$ cat config.mk
export PLATFORM = sky130hd
export DESIGN_NAME = wb_queue
export DESIGN_NICKNAME = d
export VERILOG_FILES = /design/src/rtl/cpu_pkg.sv /design/src/rtl/wb_lookup.sv /design/src/rtl/wb_queue.sv
export SDC_FILE = /design/constraint.sdc
export NUM_CORES = 1
export LEC_CHECK = 0
export BUFFER_PORTS_ARGS = -buffer_cell sky130_fd_sc_hd__buf_2
export CORE_MARGIN = 1.5
export CORE_UTILIZATION = 63
export DETAILED_ROUTE_END_ITERATION = 8
export GPL_TIMING_DRIVEN = 0
export PLACE_DENSITY_LB_ADDON = 0.2
export SLEW_MARGIN = 20
export SYNTH_ARGS = -nofsm -noshare
export SYNTH_HDL_FRONTEND = slang
export SYNTH_SLANG_ARGS = --single-unit
$ cat constraint.sdc
create_clock -name clk -period 6.5 [get_ports clk]
set_input_delay 1.3 -clock clk [delete_from_list [all_inputs] [get_ports clk]]
set_output_delay 1.3 -clock clk [all_outputs]
set_load 0.05 [all_outputs]
$ cat src/rtl/cpu_pkg.sv
// Shared pipeline types: register-file geometry and the writeback queue entry.
package cpu_pkg;

    localparam int REG_ADDR_W = 5;
    localparam int DATA_W     = 32;

    typedef struct packed {
        logic                  valid;
        logic [REG_ADDR_W-1:0] rd;
        logic [DATA_W-1:0]     data;
    } wb_entry_t;

endpackage

$ cat src/rtl/wb_lookup.sv
// Priority CAM over the output register and queue entries; youngest match wins.
module wb_lookup
    import cpu_pkg::*;
#(
    parameter int DEPTH = 4
) (
    input  logic [REG_ADDR_W-1:0]   addr,
    input  logic                    outValid,
    input  logic [REG_ADDR_W-1:0]   outRd,
    input  logic [DATA_W-1:0]       outData,
    input  wb_entry_t [DEPTH-1:0]   entries,
    output logic                    hit,
    output logic [DATA_W-1:0]       data
);

    // Later assignments override earlier ones, so scan oldest to youngest.
    always_comb begin
        hit  = 1'b0;
        data = '0;
        if (addr != '0) begin
            if (outValid && outRd == addr) begin
                hit  = 1'b1;
                data = outData;
            end
            for (int unsigned i = 0; i < DEPTH; i++) begin
                if (entries[i].valid && entries[i].rd == addr) begin
                    hit  = 1'b1;
                    data = entries[i].data;
                end
            end
        end
    end

endmodule

$ cat src/rtl/wb_queue.sv
// Two-lane writeback serializer feeding the single reg_file write port, with bypass lookup.
module wb_queue
    import cpu_pkg::*;
#(
    parameter int DEPTH = 4
) (
    input  logic                  clk,
    input  logic                  rst_n,
    input  logic                  v0,
    input  logic [REG_ADDR_W-1:0] rd0,
    input  logic [DATA_W-1:0]     d0,
    input  logic                  v1,
    input  logic [REG_ADDR_W-1:0] rd1,
    input  logic [DATA_W-1:0]     d1,
    output logic                  stall,
    output logic                  we,
    output logic [REG_ADDR_W-1:0] rw,
    output logic [DATA_W-1:0]     inW,
    input  logic [REG_ADDR_W-1:0] qa,
    input  logic [REG_ADDR_W-1:0] qb,
    output logic                  hitA,
    output logic                  hitB,
    output logic [DATA_W-1:0]     fwdA,
    output logic [DATA_W-1:0]     fwdB,
    output logic                  empty
);

    localparam int CW = $clog2(DEPTH + 3);

    wb_entry_t [DEPTH-1:0] queue, queueNext;
    wb_entry_t [DEPTH+1:0] cand;
    logic [CW-1:0]         count, countNext, slot1, total;
    logic                  lane0Ok, lane1Ok, loadOut;

    assign stall = (count >= CW'(DEPTH - 1));
    assign empty = (count == '0) && !we;

    // Slots past count are kept all-zero, so lanes simply overwrite their slot.
    always_comb begin
        lane0Ok = !stall && v0 && (rd0 != '0);
        lane1Ok = !stall && v1 && (rd1 != '0);
        slot1   = count + CW'(lane0Ok);
        total   = slot1 + CW'(lane1Ok);
        cand    = '0;
        cand[DEPTH-1:0] = queue;
        for (int unsigned i = 0; i < DEPTH + 2; i++) begin
            if (lane0Ok && CW'(i) == count) cand[i] = '{valid: 1'b1, rd: rd0, data: d0};
            if (lane1Ok && CW'(i) == slot1) cand[i] = '{valid: 1'b1, rd: rd1, data: d1};
        end
        loadOut   = (total != '0);
        queueNext = cand[DEPTH:1];
        countNext = loadOut ? total - CW'(1) : '0;
    end

    always_ff @(posedge clk or negedge rst_n) begin
        if (!rst_n) begin
            queue <= '0;
            count <= '0;
            we    <= 1'b0;
            rw    <= '0;
            inW   <= '0;
        end else begin
            queue <= queueNext;
            count <= countNext;
            we    <= loadOut;
            if (loadOut) begin
                rw  <= cand[0].rd;
                inW <= cand[0].data;
            end
        end
    end

    wb_lookup #(.DEPTH(DEPTH)) lookupA (
        .addr(qa), .outValid(we), .outRd(rw), .outData(inW),
        .entries(queue), .hit(hitA), .data(fwdA)
    );

    wb_lookup #(.DEPTH(DEPTH)) lookupB (
        .addr(qb), .outValid(we), .outRd(rw), .outData(inW),
        .entries(queue), .hit(hitB), .data(fwdB)
    );

endmodule

==> Word-level counts from Yosys, hierarchy flattened <==
Cells that the tools add are included.
{ "totals": {"out_inout_bits": 106, "word_cells": 107, "inputBits": 88, "reg_bits": 193} }
{ "classes": {"order_cmp": 1, "mux": 35, "n_reduce_logical": 34, "add_sub_neg": 3, "eq_ne": 18} }
{ "ops": {"columns": ["operator", "n"], "rows": [
  ["32-bit two-way mux", 12],
  ["38-bit two-way mux", 8],
  ["37-bit two-way mux", 2],
  ["5-bit == test", 10],
  ["1-bit logical AND", 25],
  ["5-bit nonzero test", 4],
  ["2-bit by 3-bit == test with 1-bit output (first input constant)", 4],
  ["1-bit two-way mux", 12],
  ["3-bit by 1-bit adder with 3-bit output", 2],
  ["1-bit by 3-bit == test with 1-bit output (first input constant)", 2],
  ["3-bit == test (first input constant)", 2],
  ["3-bit zero test", 2],
  ["3-bit by 2-bit greater-or-equal comparator with 1-bit output (second input constant)", 1],
  ["3-bit two-way mux", 1],
  ["3-bit nonzero test", 1],
  ["3-bit by 1-bit subtractor with 3-bit output (second input constant)", 1],
  ["1-bit zero test", 2]
]} }

==> Depth between registers and ports, before layout <==
Gate-level depths: netlist of run 1.
{ "logic_depth": {"ltp_word": 8, "depth_mapped": 14, "mapped_depth_nobuf": 12} }

==> Cells and area by module <==
A second synthesis of run 1 with hierarchy kept.
{ "unflattened": {"hier_cells": 1281, "area_unflattened_um2": 13240.2} }
{ "by_module_without_submodules": {"columns": ["mod", "n_inst", "area_each_um2", "cells_per_inst"], "rows": [
  ["wb_queue", 1, 8533.2, 649],
  ["wb_lookup", 2, 2353.5, 316]
]} }

==> Least setup slack after synthesis of run 1 <==
Ideal clock, no wire load.
{ "synth_path": {"path_kind": "input to output", "from": "in qb[3]", "to": "out hitB", "path_slack_ps": 1552, "arrival_ps": 3648, "cell_stages": 8, "path_buffers": 3, "path_cell_list": "buf_2 -> xor2_1 -> nor4_2 -> buf_2 -> o2bb2ai_2 -> buf_2 -> nor2_1 -> a21boi_0"} }
{ "synth_between": {"elab_chain_cells": 8, "word_cells_on_any_way": 17} }
{ "synth_lines": {"columns": ["item", "line_no", "rtl"], "rows": [
  ["start, declared", "wb_queue.sv:20", "input logic [REG_ADDR_W-1:0] qb,"],
  ["5-bit == test", "wb_lookup.sv:21", "if (outValid && outRd == addr) begin"],
  ["1-bit logical AND", "wb_lookup.sv:21", null],
  ["1-bit two-way mux", "wb_lookup.sv:21", null],
  ["1-bit two-way mux (4 in a row)", "wb_lookup.sv:26", "if (entries[i].valid && entries[i].rd == addr) begin"],
  ["1-bit two-way mux (*)", "wb_lookup.sv:20", "if (addr != '0) begin"],
  ["end, declared", "wb_queue.sv:22", "output logic hitB,"]
]} }
Every way passes the cells marked *; elsewhere a longest branch is shown, timed or not.

==> Final worst setup path of run 1 <==
{ "layout_path": {"from": "in qa[3]", "to": "out fwdA[6]"} }
{ "layout_between": {"elab_chain_cells": 8, "word_cells_on_any_way": 17} }
{ "layout_lines": {"columns": ["item", "line_no", "rtl"], "rows": [
  ["start, declared", "wb_queue.sv:19", "input logic [REG_ADDR_W-1:0] qa,"],
  ["5-bit == test", "wb_lookup.sv:21", null],
  ["1-bit logical AND", "wb_lookup.sv:21", null],
  ["32-bit two-way mux", "wb_lookup.sv:21", null],
  ["32-bit two-way mux (4 in a row)", "wb_lookup.sv:26", null],
  ["32-bit two-way mux (*)", "wb_lookup.sv:20", null],
  ["end, declared", "wb_queue.sv:23", "output logic [DATA_W-1:0] fwdA,"]
]} }
Marked as above.

==> impl_metrics.toml, run 1 <==
[status]
status = "finished, final reports clean"

[clocking]
numCtsBuffers = 17
cts_resized = 0
clk_path_buf_depth = 2
clock_insertion_delay_worst_skew_ns = 0.47
clock_tree.htree_level_count = 4
clock_pin_transition_on_the_worst_setup_and_hold_timing_paths_ns = 0.07
cts.sink_count = 193
ctsHoldBuffers = 0
cts_post_setup_buffers_inserted = 0
clockRootBuffer = "clkbuf_16"
tritoncts_clock_tree = "yes"

[timing]
final.period_utilization = 0.822
grt_setup_unrepaired = "false"
tightest_slew_ns = 1.17
timing_limited_maximum_frequency_mhz = 187
finClkSkew_ns = 0.0187
timing.final.max_slew_violations = 0
final_setup_tns_ns = 0
timing.slew.headroom = 0.206
report.final.hold_viol_count = 0
post-route-min-period_ns = 5.34
timing.final.setup_violations = 0

[synth]
synth_largest_area_cell = "dfrtp_1"
netlist_area_um2 = 12400
synth.area.top_cells = "dfrtp_1, nand2_1, mux2i_1, and3_1, o21ai_0"
synth_edf_count = 0
netlist.area_leader.share = 0.389
syn-mean-instance-area_um2 = 8.83
synth-async-reset-ratio = 1.00
synth.yosys.seq_area_share = 0.389
synthesis.yosys.warnings = 0
synthCells = 1407
mappedNetlistNets = 1501
yosys_most_used_dff = "dfrtp_1"
postSynthRegisterBits = 193
synthDistinctLibCells = 55

[hold_path]
hold_path_end = "queue[37]"
hold_path_startpoint = "queue[75]"
holdCritPathClass = "flop to flop"
worstHoldPathCells = 1

[global_routing]
initial_antenna_violation_count = 0
global_route_usage_sum = 0.468
number_of_global_route_vias_before_repair = 12835
grt_first_pass_wirelength_um = 71800
pin_count_of_the_biggest_net_entering_global_routing = 84
globalRouteOverflowTotal = 0

[pwr]
leakagePower_nw = 7.04
powerDensity_nw_per_um2 = 435
vdd.ir_drop.worst_uv = 305

[final_layout]
final_common_cell = "nand2_1"
area.growth.synth_to_final_pct = 15.3
drive_above_1_share = 0.186
most-common-layout-cells = "nand2_1, buf_2, dfrtp_1, and3_1, clkbuf_1"
antenna_cells_inserted = 0
finish.cell_count_without_fillers = 1889
finalNetCount = 1705
postLayoutCellArea_um2 = 14300

[placement]
cell_count_after_placement = 1857
postPlaceCellArea_um2 = 13700
globalplace.congestion = 1.00
placement.io_buffers = 183
post_detail_place_hpwl_um = 32400

[drt]
wirelength_um = 48200
detail_route.vias_per_cell = 7.14
via_count = 13491
post-route-drc-count = 0
drt-pass1-iter-count = 7
drtIter0Drc = 2309
antenna_nets_post_route = 0
wl_per_cell_um = 25.5

[setup_path]
timing.critical_path.slowest_stage_cell = "clkbuf_1"
timing_worst_setup_path_type = "primary input to primary output"
crit_buf_inv = 4
dominant_delay_contributor_by_cell_family_on_the_critical_path = "buffers and inverters"
critical_path.max_stage_delay_ns = 0.63
startpoint_class_of_the_critical_path = "primary input"
timing.critical_path.fanout_max = 10
worstRegToRegCells = 9
timing.critical_path.mode_cell = "buf_2"
setup.worst_path.end_class = "primary output"
critPathArrivalTime_ns = 4.04
crit_required_ns = 5.20
cells_along_the_critical_path = "buf_2 > xor2_1 > nor2_1 > buf_2 > clkbuf_1 > a2111oi_0 > o311ai_0 > a31oi_1 > buf_2"
worstReg2RegEnd = "queue[33]"
setup.reg_to_reg.worst_slack_ns = 2.77
crit-reg2reg-launch = "count[1]"

[die]
area_of_the_die_um2 = 20600
chipWidth_um = 143
effective_utilization_at_floorplan = 0.640
boundaryPins = 194
core_region_area_um2 = 19400
rows = 51
fp.dieH_um = 143

[run]
max_cap_check_violation_count = 0
final cells by class:
cell class | count | area, um^2
multi-input cells | 1024 | 6660
plain buffers | 151 | 787
clock buffers | 20 | 447
well taps | 265 | 332
flip-flops and latches | 193 | 4830
repair buffers | 185 | 981
inverters | 39 | 146
fillers | 1522 | 5080
clock inverters | 12 | 145
cells in the mapped netlist (3+ instances only):
library cell / count
o22ai_1: 32
o21ai_1: 46
clkbuf_2: 3
nand2_1: 225
xor2_1: 23
a31oi_1: 64
a2111oi_0: 33
and2_1: 41
buf_2: 32
inv_1: 39
nand4_1: 4
o21ai_0: 92
buf_4: 8
o311ai_0: 26
clkbuf_1: 91
nor2_1: 14
mux2_2: 18
dfrtp_1: 193
xnor2_1: 30
buf_12: 6
nor4_1: 5
mux2i_1: 74
o221ai_1: 32
a21oi_1: 32
buf_6: 6
nor3_1: 4
buf_1: 4
o31ai_1: 3
o311ai_1: 6
mux2_1: 19
ha_1: 6
nand3b_1: 32
and3_1: 102
o211ai_1: 33
how the worst max path moves through the flow:
stage	startpoint	endpoint	slack (ns)	cells after the start
global route	qa[3]	fwdA[5]	1.20	9
finish	qa[3]	fwdA[6]	1.16	9
CTS	qa[3]	fwdA[6]	1.43	9
detailed placement	qa[3]	fwdA[22]	1.49	8
floorplan	qb[3]	hitB	1.55	8
global placement	rst_n	queue[94]	0.91	1
per-stage QoR:
stage          hold slack, ns   util  setup WS, ns  total power [mW]
2_1_floorplan           0.454      -          1.55              3.96
3_3_place_gp            0.466  0.704         0.913              4.85
3_5_place_dp            0.474  0.708          1.49              4.94
4_1_cts                 0.483  0.738          1.43              6.04
5_1_grt                 0.503  0.738          1.20              6.42
6_report                0.485  0.738          1.16              6.22
sequential cells by signal, summed over array words and instances, names as in the netlist:
| register | cells |
|---|---|
| queue | 152 |
| inW | 32 |
| rw | 5 |
| count | 3 |
| we | 1 |
report_power, final:
part / total [mW] / internal (mW) / switching, mW
Combinational: 3.23 / 0.991 / 2.24
Sequential: 1.89 / 1.57 / 0.316
Clock: 1.10 / 0.586 / 0.519
kinds of logic (layout without fill, tap and decap cells):
logic type	Yosys count	after routing	share of synthesized area
AOI/OAI and AO/OA	410	410	0.217
xor gates and xnor gates	53	53	0.0374
adders and majority gates	6	6	0.00605
buffers and inverters	190	407	0.0752
DFF	193	193	0.389
muxes	111	111	0.0932
and+or+nand+nor	444	444	0.182
layer usage:
layer  GRT usage  routed length, um
met2       0.685              20500
met1       0.594              16900
met5      0.0175                 35
met4       0.278               3130
met3       0.167               7630
Power figures use the tool's default switching activity.
==> run 2: changes to the inputs <==
--- a/config.mk
+++ b/config.mk
@@ -7,7 +7,7 @@
 export LEC_CHECK = 0
 export BUFFER_PORTS_ARGS = -buffer_cell sky130_fd_sc_hd__buf_2
 export CORE_MARGIN = 1.5
-export CORE_UTILIZATION = 63
+export CORE_UTILIZATION = 58
 export DETAILED_ROUTE_END_ITERATION = 8
 export GPL_TIMING_DRIVEN = 0
 export PLACE_DENSITY_LB_ADDON = 0.2
==> constraint.sdc (replaced) <==
create_clock -name clk -period 5.1 [get_ports clk]
set_input_delay 1.02 -clock clk [delete_from_list [all_inputs] [get_ports clk]]
set_output_delay 1.02 -clock clk [all_outputs]
set_load 0.05 [all_outputs]
==> run 2 against run 1 <==
  * Clock skew decreased by 0.012 ns
  * Critical path depth fell by 1
  * Count of clock-buffer cells in the layout is 3 lower
  * Via count down 1.4%
  * Critical endpoint is now fwdB[11]
  * Highest routed layer unchanged
  * Sequential power up 26%
  * Register-to-register slack lost 1.5 ns
  * Critical path type unchanged
  * Worst setup slack lost 0.81 ns
  * Flip-flop and latch count stayed put
==> impl_metrics.toml, run 2 (synthesis results as in run 1) <==
[clocking]
clock_insertion_delay_worst_skew_ns = 0.46
cts_post_setup_buffers_inserted = 0
tritoncts_clock_tree = "yes"
clock_tree.htree_level_count = 4
numCtsBuffers = 17
cts.sink_count = 193
ctsHoldBuffers = 0
clockRootBuffer = "clkbuf_16"
clk_path_buf_depth = 2
clock_pin_transition_on_the_worst_setup_and_hold_timing_paths_ns = 0.08
cts_resized = 0

[global_routing]
grt_first_pass_wirelength_um = 73100
pin_count_of_the_biggest_net_entering_global_routing = 75
number_of_global_route_vias_before_repair = 12628
initial_antenna_violation_count = 1
globalRouteOverflowTotal = 0
global_route_usage_sum = 0.442

[pwr]
post-layout-total-power_mw = 7.92
powerDensity_nw_per_um2 = 553
leakagePower_nw = 7.05
vdd.ir_drop.worst_uv = 236

[timing]
finClkSkew_ns = 0.00684
grt_setup_unrepaired = "false"
tightest_slew_ns = 0.954
final.period_utilization = 0.932
timing.slew.headroom = 0.364
post-route-min-period_ns = 4.75
timing.final.max_slew_violations = 0
timing.final.setup_violations = 0
timing.hold.ws_ns = 0.480
final_setup_tns_ns = 0
timing_limited_maximum_frequency_mhz = 210
report.final.hold_viol_count = 0

[setup_path]
critPathArrivalTime_ns = 3.73
timing.critical_path.fanout_max = 10
setup.worst_path.end_class = "primary output"
timing_worst_setup_path_type = "primary input to primary output"
setup.reg_to_reg.worst_slack_ns = 1.28
crit_required_ns = 4.08
startpoint_class_of_the_critical_path = "primary input"

[placement]
cell_count_after_placement = 1867
post_detail_place_hpwl_um = 33800
placement.io_buffers = 183
postPlaceCellArea_um2 = 13700
globalplace.congestion = 0.966

[drt]
drtIter0Drc = 2187
via_count = 13302
post-route-drc-count = 0
antenna_nets_post_route = 0
wl_per_cell_um = 26.1
drt-pass1-iter-count = 7
wirelength_um = 49500
detail_route.vias_per_cell = 7.00

[final_layout]
largest_register_ff_count = 152
finish.cell_count_without_fillers = 1899
drive_above_1_share = 0.187
final_common_cell = "nand2_1"
postLayoutCellArea_um2 = 14300
area.growth.synth_to_final_pct = 15.5
most-common-layout-cells = "nand2_1, buf_2, dfrtp_1, and3_1, o21ai_0"
register_name_with_the_most_flops = "queue"
finalNetCount = 1705
largestRegisters = "queue x152, inW x32, rw x5"

[die]
area_of_the_die_um2 = 22300
fp.dieH_um = 149
core_region_area_um2 = 21000
rows = 53
chipWidth_um = 149
effective_utilization_at_floorplan = 0.591
boundaryPins = 194

[hold_path]
holdCritPathClass = "primary input to async pin"

[run]
max_cap_check_violation_count = 0

[status]
status = "finished, final reports clean"
run 2: worst max-delay path, stage by stage:
cell	delay (ns)
buf_2	0.21
xnor2_1	0.15
nand4_1	0.14
o211ai_1	0.73
clkbuf_1	0.65
o221ai_1	0.26
a31oi_1	0.26
buf_2	0.31
run 2: worst paths after layout:
kind                                 from        end  cells past startpoint
min in group clk                queue[75]  queue[37]                      1
worst min register to register  queue[75]  queue[37]                      1
max in group asynchronous           rst_n  queue[86]                      2
worst max register to register   count[1]    inW[14]                     14
worst max-delay path                qb[2]   fwdB[11]                      8
worst min-delay path                rst_n  queue[43]                      1
run 2: layout make-up:
class                      count  area (um^2)
inverter                      39          146
clock buffer                  17          425
buffer                       151          787
clock inverter                14          169
sequential                   193         4830
timing repair buffer         185          981
fill                        1751         6680
tap                          275          344
multi-input combinational   1024         6660
antenna                        1         2.50
run 2: report_power, final:
group / internal, mW / total (mW) / leakage, nW / switching [mW]
logic: 1.26 / 4.13 / 4.17 / 2.87
clock network: 0.700 / 1.40 / 0.290 / 0.699
registers: 2.00 / 2.39 / 2.60 / 0.394
run 2: through the flow:
step,utilization,setup WS (ns)
5_1_grt,0.682,0.332
6_report,0.682,0.348
3_5_place_dp,0.654,0.218
2_1_floorplan,-,0.712
3_3_place_gp,0.651,-0.263
4_1_cts,0.682,0.547
run 2: routing by layer:
metal  GRT usage  wire [um]  up-vias
met5           0         42        -
met4       0.255       2960        2
met3       0.115       7240      292
met2       0.672      21600     1267
met1       0.571      17700     6203
li1            -          -     5538
